`config.mk`:
```
export PLATFORM = sky130hd
export DESIGN_NAME = led_bitplane_sequencer
export DESIGN_NICKNAME = d
export VERILOG_FILES = /design/src/rtl/led_bitplane_sequencer_pkg.sv /design/src/rtl/led_bitplane_sequencer_id_bit.sv /design/src/rtl/led_bitplane_sequencer.sv
export SDC_FILE = /design/constraint.sdc
export NUM_CORES = 1
export LEC_CHECK = 0
export ABC_AREA = 1
export BUFFER_PORTS_ARGS = -buffer_cell sky130_fd_sc_hd__buf_2
export CORE_MARGIN = 2
export CORE_UTILIZATION = 24
export DETAILED_ROUTE_END_ITERATION = 16
export GPL_ROUTABILITY_DRIVEN = 1
export PLACE_DENSITY = 0.41
export SLEW_MARGIN = 20
export SYNTH_ARGS = -nofsm -noshare
export SYNTH_HDL_FRONTEND = slang
export SYNTH_HIERARCHICAL = 1
export SYNTH_SLANG_ARGS = --single-unit
export TNS_END_PERCENT = 50
```
`constraint.sdc`:
```
create_clock -name clk_pixel -period 1.85 [get_ports clk_pixel]
set_clock_uncertainty 0.05 [all_clocks]
set_input_delay 0.185 -clock clk_pixel [delete_from_list [all_inputs] [get_ports clk_pixel]]
set_output_delay 0.185 -clock clk_pixel [all_outputs]
set_load 0.05 [all_outputs]
```
`src/rtl/led_bitplane_sequencer_pkg.sv`:
```
// Shared calibration definitions: sequencer state encoding and LED colour width.
package led_bitplane_sequencer_pkg;

  localparam int LED_COLOR_W = 24;

  typedef enum logic [1:0] {
    IDLE   = 2'd0,
    STREAM = 2'd1,
    LATCH  = 2'd2,
    SHOWN  = 2'd3
  } seq_state_t;

endpackage

```
`src/rtl/led_bitplane_sequencer_id_bit.sv`:
```
// led_id_bit: returns bit i_plane of the LED ID (i_index + 1).
// The +1 offset lives here only, since ID 0 means "no LED".
module led_id_bit
  import led_bitplane_sequencer_pkg::*;
#(
  parameter int IDX_W   = 6,
  parameter int PLANE_W = 4,
  parameter int ADDR_W  = 10
) (
  input  logic [IDX_W-1:0]   i_index,
  input  logic [PLANE_W-1:0] i_plane,
  output logic               o_lit
);

  localparam int ID_W = ADDR_W + 1;

  logic [ID_W-1:0] w_id;
  logic [ID_W-1:0] w_shift;

  // Form the ID one bit wider than the address so the +1 never wraps, then select the plane bit.
  always_comb begin
    w_id    = ID_W'(i_index) + ID_W'(1);
    w_shift = w_id >> i_plane;
    o_lit   = w_shift[0];
  end

endmodule

```
`src/rtl/led_bitplane_sequencer.sv`:
```
// Streams one MSB-first bitplane of every LED's ID to the strand driver per
// increment_id press, then waits out the strand latch time and flags the frame as shown.
module led_bitplane_sequencer
  import led_bitplane_sequencer_pkg::*;
#(
  parameter int                     NUM_LEDS          = 50,
  parameter int                     LED_ADDRESS_WIDTH = 10,
  parameter logic [LED_COLOR_W-1:0] ON_COLOR          = 24'hFFFFFF,
  parameter int                     LATCH_CYCLES      = 7000,
  localparam int IDX_W   = (NUM_LEDS > 1) ? $clog2(NUM_LEDS) : 1,
  localparam int PLANE_W = (LED_ADDRESS_WIDTH > 1) ? $clog2(LED_ADDRESS_WIDTH) : 1,
  localparam int CNT_W   = (LATCH_CYCLES > 1) ? $clog2(LATCH_CYCLES) : 1
) (
  input  logic                   clk_pixel,
  input  logic                   rst,
  input  logic                   increment_id,
  output logic [LED_COLOR_W-1:0] color_out,
  output logic                   color_valid_out,
  input  logic                   color_ready_in,
  output logic [IDX_W-1:0]       led_index_out,
  output logic                   displayed_frame_valid,
  output logic [PLANE_W-1:0]     plane_out,
  output logic                   calib_done_out
);

  seq_state_t             r_state;
  logic                   r_old_inc;
  logic                   r_inc_edge;
  logic [IDX_W-1:0]       r_idx;
  logic [PLANE_W-1:0]     r_plane;
  logic [LED_COLOR_W-1:0] r_color;
  logic                   r_valid;
  logic                   r_dfv;
  logic                   r_done;
  logic [CNT_W-1:0]       r_latch_cnt;

  logic [IDX_W-1:0]       w_sel_idx;
  logic [PLANE_W-1:0]     w_sel_plane;
  logic                   w_lit;
  logic [LED_COLOR_W-1:0] w_next_color;
  logic                   w_handshake;
  logic                   w_last_led;

  assign color_out             = r_color;
  assign color_valid_out       = r_valid;
  assign led_index_out         = r_idx;
  assign displayed_frame_valid = r_dfv;
  assign plane_out             = r_plane;
  assign calib_done_out        = r_done;

  assign w_handshake = r_valid & color_ready_in;
  assign w_last_led  = (r_idx == IDX_W'(NUM_LEDS - 1));

  // Pick the (index, plane) whose colour gets registered on the next state change.
  always_comb begin
    w_sel_idx   = {IDX_W{1'b0}};
    w_sel_plane = r_plane;
    case (r_state)
      IDLE: begin
        w_sel_idx   = {IDX_W{1'b0}};
        w_sel_plane = PLANE_W'(LED_ADDRESS_WIDTH - 1);
      end
      STREAM: begin
        w_sel_idx   = r_idx + IDX_W'(1);
        w_sel_plane = r_plane;
      end
      SHOWN: begin
        w_sel_idx   = {IDX_W{1'b0}};
        w_sel_plane = r_plane - PLANE_W'(1);
      end
      default: begin
        w_sel_idx   = {IDX_W{1'b0}};
        w_sel_plane = r_plane;
      end
    endcase
  end

  led_id_bit #(
    .IDX_W   (IDX_W),
    .PLANE_W (PLANE_W),
    .ADDR_W  (LED_ADDRESS_WIDTH)
  ) u_led_id_bit (
    .i_index (w_sel_idx),
    .i_plane (w_sel_plane),
    .o_lit   (w_lit)
  );

  // Map the lit bit onto the strand colour.
  always_comb begin
    if (w_lit) begin
      w_next_color = ON_COLOR;
    end else begin
      w_next_color = {LED_COLOR_W{1'b0}};
    end
  end

  // Registered rising-edge detect on the button; edges act one cycle after they are seen.
  always_ff @(posedge clk_pixel) begin
    if (rst) begin
      r_old_inc  <= 1'b0;
      r_inc_edge <= 1'b0;
    end else begin
      r_old_inc  <= increment_id;
      r_inc_edge <= increment_id & ~r_old_inc;
    end
  end

  // Sequencer FSM with all strand-facing outputs registered.
  always_ff @(posedge clk_pixel) begin
    if (rst) begin
      r_state     <= IDLE;
      r_idx       <= {IDX_W{1'b0}};
      r_plane     <= {PLANE_W{1'b0}};
      r_color     <= {LED_COLOR_W{1'b0}};
      r_valid     <= 1'b0;
      r_dfv       <= 1'b0;
      r_done      <= 1'b0;
      r_latch_cnt <= {CNT_W{1'b0}};
    end else begin
      case (r_state)
        IDLE: begin
          if (r_inc_edge) begin
            r_state <= STREAM;
            r_plane <= w_sel_plane;
            r_idx   <= {IDX_W{1'b0}};
            r_color <= w_next_color;
            r_valid <= 1'b1;
            r_done  <= 1'b0;
          end
        end
        STREAM: begin
          // Index and colour only move on a transfer, so they hold under backpressure.
          if (w_handshake) begin
            if (w_last_led) begin
              r_state     <= LATCH;
              r_valid     <= 1'b0;
              r_latch_cnt <= {CNT_W{1'b0}};
            end else begin
              r_idx   <= w_sel_idx;
              r_color <= w_next_color;
            end
          end
        end
        LATCH: begin
          // Counter starts at 0 the cycle after the last transfer; leaving at LATCH_CYCLES-2
          // makes displayed_frame_valid rise exactly LATCH_CYCLES cycles after that transfer.
          if (r_latch_cnt == CNT_W'(LATCH_CYCLES - 2)) begin
            r_state <= SHOWN;
            r_dfv   <= 1'b1;
          end else begin
            r_latch_cnt <= r_latch_cnt + CNT_W'(1);
          end
        end
        SHOWN: begin
          if (r_inc_edge) begin
            r_dfv <= 1'b0;
            if (r_plane == {PLANE_W{1'b0}}) begin
              r_state <= IDLE;
              r_done  <= 1'b1;
              r_plane <= {PLANE_W{1'b0}};
            end else begin
              r_state <= STREAM;
              r_plane <= w_sel_plane;
              r_idx   <= {IDX_W{1'b0}};
              r_color <= w_next_color;
              r_valid <= 1'b1;
            end
          end
        end
        default: begin
          r_state <= IDLE;
          r_valid <= 1'b0;
          r_dfv   <= 1'b0;
        end
      endcase
    end
  end

endmodule

```
# Word-level counts from Yosys, hierarchy flattened
# Index checks and enable logic that the tools add are counted.
# totals
reg_bits	54
input_bits	4
output_inout_bits	37
word_cells	87
# classes
addsub	4
n_eq_ne	14
shifts	1
mux	42
bitwise_logic	3
n_reduce_logical	13
# ops
cell	count
24-bit 2-to-1 mux	6
24-bit case mux with 3 select lines	1
13-bit 2-to-1 mux	3
6-bit 2-to-1 mux	6
13-bit case mux with 2 select lines	1
2-bit != test, second input constant	9
6-bit case mux with 3 select lines	1
4-bit case mux with 2 select lines	2
13-bit by 1-bit adder with 13-bit output, second input constant	1
13-bit == test, second input constant	1
4-bit 2-to-1 mux	3
6-bit AND reduction	2
11-bit by 4-bit >> shifter with 1-bit output	1
1-bit 2-to-1 mux	10
2-bit 2-to-1 mux	5
2-bit case mux with 4 select lines	1
4-bit AND reduction	2
6-bit by 1-bit adder with 7-bit output, second input constant	1
6-bit by 1-bit adder with 6-bit output, second input constant	1
6-bit == test, second input constant	1
3-bit AND reduction	2
2-bit nonzero test	3
5-bit AND reduction	1
2-bit == test, second input constant	2
9 further kinds	11

# Logic depth before layout (Yosys ltp)
# depth
word_depth	8
mapped_depth	17
mapped_depth_nobuf	16

# By module
# The synthesis kept the hierarchy.
# modules_own_cells
mod	instances	cells_per_inst	area_per_inst_um2	seq_area_each_um2
led_bitplane_sequencer	1	339	2167.1	620.6
led_id_bit	1	40	176.4	0.0

# Least setup slack after synthesis
# OpenSTA, ideal clock, no wires.
# synth_path
path_kind	register to register
from	register r_idx[1] (netlist: led_index_out[1])
to	register r_color[22] (netlist: color_out[22])
setup_time_ns	0.117
arrival_time_ns	2.081
t_required_ns	1.683
slack_ns	-0.397
stages_incl_launch_ff	14
path_buffers	0
synth_period_minus_slack_ns	2.247
path_cell_list	dfxtp_1 -> inv_1 -> ha_1 -> nor2_1 -> ha_1 -> nand2_1 -> inv_1 -> nand2_1 -> nand2_1 -> a21oi_1 -> a21oi_1 -> nor2_1 -> o21ai_0 -> nor2_1
# synth_via
elab_chain_cells	8
elab_cells_between_ends	14
classes_between	add/sub (2); eq/ne (2); shift (1); mux (8); reduce/logical (1)
# synth_rtl
item	line_no	text
start, declared	led_bitplane_sequencer.sv:29	logic [IDX_W-1:0] r_idx;
start signal, assigned	led_bitplane_sequencer.sv:112	r_idx <= {IDX_W{1'b0}};
start signal, assigned	led_bitplane_sequencer.sv:125	r_idx <= {IDX_W{1'b0}};
start signal, assigned	led_bitplane_sequencer.sv:139	r_idx <= w_sel_idx;
6-bit by 1-bit adder with 6-bit output *	led_bitplane_sequencer.sv:64	w_sel_idx = r_idx + IDX_W'(1);
6-bit 2-to-1 mux *	led_bitplane_sequencer.sv:58	case (r_state)
via w_sel_idx[1]	led_bitplane_sequencer.sv:37	logic [IDX_W-1:0] w_sel_idx;
6-bit by 1-bit adder with 7-bit output *	led_bitplane_sequencer_id_bit.sv:22	w_id = ID_W'(i_index) + ID_W'(1);
11-bit by 4-bit >> shifter with 1-bit output *	led_bitplane_sequencer_id_bit.sv:23	w_shift = w_id >> i_plane;
via w_lit	led_bitplane_sequencer.sv:39	logic w_lit;
24-bit 2-to-1 mux *	led_bitplane_sequencer.sv:90	if (w_lit) begin
24-bit 2-to-1 mux (on tied branches)	led_bitplane_sequencer.sv:157, led_bitplane_sequencer.sv:134	
24-bit 2-to-1 mux (on tied branches)	led_bitplane_sequencer.sv:155, led_bitplane_sequencer.sv:133	
24-bit case mux with 3 select lines *	led_bitplane_sequencer.sv:120	case (r_state)
end signal, assigned	led_bitplane_sequencer.sv:114	r_color <= {LED_COLOR_W{1'b0}};
end signal, assigned	led_bitplane_sequencer.sv:126	r_color <= w_next_color;
end signal, assigned	led_bitplane_sequencer.sv:165	r_color <= w_next_color;
end, declared	led_bitplane_sequencer.sv:31	logic [LED_COLOR_W-1:0] r_color;
# Mark *: on every way through the listed nets, which the timed path passes. The rest lies on a longest branch. The select of a mux whose other input is x is not followed.
# A chain may end at the register's enable or synchronous reset.

# Worst setup path in the final report
# layout_path
from	register r_state[1]
to	register r_color[22] (netlist: color_out[22])
# layout_via
elab_cells_between_ends	21
classes_between	add/sub (1); eq/ne (7); shift (1); mux (9); reduce/logical (3)
# layout_lines
item	line_no	text
start, declared	led_bitplane_sequencer.sv:26	seq_state_t r_state;
start signal, assigned	led_bitplane_sequencer.sv:111	r_state <= IDLE;
start signal, assigned	led_bitplane_sequencer.sv:123	r_state <= STREAM;
start signal, assigned	led_bitplane_sequencer.sv:135	r_state <= LATCH;
2-bit == test or 2-bit zero test (tied branches)	led_bitplane_sequencer.sv:58	
4-bit case mux with 2 select lines *	led_bitplane_sequencer.sv:58	
via w_sel_plane[2]	led_bitplane_sequencer.sv:38	logic [PLANE_W-1:0] w_sel_plane;
11-bit by 4-bit >> shifter with 1-bit output *	led_bitplane_sequencer_id_bit.sv:23	
via w_lit	led_bitplane_sequencer.sv:39	
24-bit 2-to-1 mux *	led_bitplane_sequencer.sv:90	
24-bit 2-to-1 mux (on tied branches)	led_bitplane_sequencer.sv:157, led_bitplane_sequencer.sv:134	
24-bit 2-to-1 mux (on tied branches)	led_bitplane_sequencer.sv:155, led_bitplane_sequencer.sv:133	
24-bit case mux with 3 select lines *	led_bitplane_sequencer.sv:120	
# Marked as above.

==> reports/metrics.cfg <==
[sta]
slew_viol_final = 0
hold_viol_final = 0
finalSetupViolations = 0
post-route-period-util = 0.9801
fmax_mhz = 551.5
timing.final.crit_period_ns = 1.813
worstMarginPinSlew_ns = 0.5716
rsz0062_at_grt = yes
slew-limit-headroom = 0.6184

[critical_path]
rr_worst_depth = 12
cp.arrival_ns = 1.95
cp_cell_sequence = inv_4, ha_4, inv_1, nand2_1, a22oi_1, o21ai_0, inv_1, o21ai_1, a21oi_1, nor2_1, o21ai_1, nor2_1
path_class = flop to flop
required_ns = 1.98
crit_path_end_kind = flop
critPathSlowestCell = dfxtp_4
crit_fanout = 6
r2r_slack_ns = 0.04
start_kind = flop
r2r_start = r_state[1]$_SDFFE_PP0P_
slowest_delay_ns = 0.39
reg2reg_to = color_out[22]$_SDFFE_PP0P_

[global_route]
antenna_found_initial = 0
track_usage = 0.1281
grt_max_degree = 26
grt_pass1_wl_um = 10700
overflow = 0
grt_pass1_vias = 2222

[power]
p_per_area_nw_per_um2 = 1758
ir_worst_vdd_mv = 0.6675
power_w = 0.005329
p_leak_nw = 1.315

[cts]
h-tree-depth = 2
cts.sinks = 31
clock-root-buffer = clkbuf_8
insertion_delay_ns = 0.29
cts_tree = yes
clkTransAtPathRegs_ns = 0.08
cts.path.max_buffers = 2
numCtsBuffers = 5

[floorplanning]
core_area_um2 = 9639
die-area_um2 = 10570
io_pins = 41
die_h_um = 102.8
die_x_um = 102.8
rows = 36
floorplan.initialDensity = 0.2431

[routing]
vias = 2381
first_pass_iters = 4
via_per_inst = 4.214
wl_per_cell_um = 11.00
ant_nets = 0
drc_errors = 0
wl_um = 6215
drt_iter0_drc = 76

[synth]
syn_inst = 379
synth.avg_cell_area_um2 = 6.183
ys_seq_area_frac = 0.2648
synth_area_um2 = 2343
yosys_warnings = 6
yosysUniqueCellTypes = 24
synth_nets = 394
synth-seq-cells = 31

[placed_design]
dp.cells = 547
portBuffers = 40
dp_hpwl_um = 4598
place.gp.congestion = 0.7568

[cells_and_area]
drive_gt1_frac = 0.2963
instances_no_fill = 565
diodes = 0
final_nets = 446
synthToLayoutAreaGrowth_pct = 29.36

[hold_path]
hold_end = r_old_inc$_SDFF_PP0_
hold_start = increment_id
hold_depth = 3
holdCritPathClass = input pin to flop

[job]
drv_cap = 0

[run_status]
status = complete, no violations

## stage by stage
stage	utilization	TNS (ns)	setup slack [ns]	area, um2	hold WS [ns]
after detailed placement	0.2884	-0.2346	-0.1817	2780	0.3341
after global placement	0.2884	-0.1538	-0.1243	2780	0.3276
after CTS	0.3054	-0.02737	-0.02737	2944	0.05089
after global routing	0.3145	-0.1728	-0.1586	3032	0.07281
after floorplan	-	0	0.003206	2440	0.2596
final	0.3145	0	0.03677	3032	0.06046
## layout by cell type (no fill, tap or decap), drive strengths merged
cell      netlist  routed
a21oi          29      29
a22oi           4       4
buf            28      78
clkbuf          5       6
clkinv          0       1
clkinvlp        0       1
dfxtp          31      31
ha             11      11
inv            53      53
nand2          95      95
nand3          33      33
nand4           9       9
nor2           53      53
nor3            3       3
nor3b           1       1
o211ai          1       1
o21ai          18      18
o31ai           1       1
xor2            4       4
## state kept, by name, indices dropped and copies added (netlist names)
signal and flops:
r_latch_cnt 13, displayed_frame_valid 1, color_out 1, r_state 2, r_old_inc 1, calib_done_out 1, color_valid_out 1, r_inc_edge 1
plane_out 4, led_index_out 6
## synth_stat cells
| cell | number | area [um2] |
|---|---|---|
| o21ai_0 | 18 | 90.09 |
| nand2_4 | 4 | 45.04 |
| o211ai_1 | 1 | 7.510 |
| a21oi_1 | 28 | 140.1 |
| nand2_1 | 91 | 341.6 |
| o31ai_1 | 1 | 7.510 |
| buf_2 | 3 | 15.01 |
| ha_1 | 11 | 137.6 |
| clkbuf_2 | 2 | 10.01 |
| dfxtp_1 | 31 | 620.6 |
| nand4_1 | 9 | 56.30 |
| nand3_1 | 32 | 160.2 |
| buf_6 | 1 | 11.26 |
| inv_1 | 53 | 198.9 |
| a21oi_2 | 1 | 8.760 |
| xor2_1 | 4 | 35.03 |
| nor3b_1 | 1 | 7.510 |
| clkbuf_1 | 3 | 11.26 |
| nor3_1 | 3 | 15.01 |
| a22oi_1 | 4 | 30.03 |
| nor2_1 | 51 | 191.4 |
| buf_4 | 24 | 180.2 |
| nand3_2 | 1 | 10.01 |
| nor2_2 | 2 | 12.51 |
## how the worst max path moves through the flow
stage,to,slack [ns],from
floorplan,color_out[22]$_SDFFE_PP0P_,0.003,led_index_out[4]$_SDFFE_PP0P_
global placement,color_out[22]$_SDFFE_PP0P_,-0.12,r_state[0]$_SDFFE_PP0P_
detailed placement,color_out[22]$_SDFFE_PP0P_,-0.18,r_state[0]$_SDFFE_PP0P_
CTS,color_out[22]$_SDFFE_PP0P_,-0.03,r_state[1]$_SDFFE_PP0P_
global route,color_out[22]$_SDFFE_PP0P_,-0.16,r_state[1]$_SDFFE_PP0P_
finish,color_out[22]$_SDFFE_PP0P_,0.04,r_state[1]$_SDFFE_PP0P_
## layer usage
metal | GRT usage | up-vias | routed length [um] | share of wire
li1 | - | 1284 | - | -
met1 | 0.1721 | 1040 | 3208 | 0.52
met2 | 0.2112 | 55 | 2729 | 0.44
met3 | 0.02373 | 2 | 238 | 0.038
met4 | 0.03543 | 0 | 38 | 0.0061
met5 | 0 | - | 0 | 0
## layout make-up
cell class / instances / area (um2)
clock buffers: 6 / 72.57
clock inverters: 2 / 12.51
fillers: 1083 / 6608
inverters: 53 / 209.0
multi-input cells: 262 / 1433
flip-flops and latches: 31 / 645.6
well taps: 133 / 166.4
repair buffers: 78 / 493.0
## timing repair
| item | in CTS | in global routing |
|---|---|---|
| hold buffers | 0 | 0 |
| gates resized for setup | 12 | 23 |
| setup buffers | 4 | 7 |
| pin swaps | 7 | 12 |
| endpoints found under the setup margin | 15 | 21 |
## power by group
group,internal (W),leakage (nW),switching (W)
clock,0.000263,0.0412,0.000289
sequential,0.000844,0.258,0.000216
combinational,0.00132,1.02,0.00240
## cell families after synthesis
kind of cell               after synthesis  share of synthesized area
DFF                                     31                     0.2648
xor gates and xnor gates                 4                    0.01495
buffers and inverters                   86                     0.1821
and+or+nand+nor                        194                     0.3582
AOI/OAI and AO/OA                       53                     0.1212
adders and majority gates               11                    0.05873
## worst max-delay path, delay by kind of cell (launching register included)
family / cells / cell delay (ns)
compound gates: 5 / 0.56
fa+ha+maj: 1 / 0.27
buf+inv: 3 / 0.27
flops: 1 / 0.39
simple gates: 3 / 0.19
Note: power is estimated with default switching activity, not from simulation.
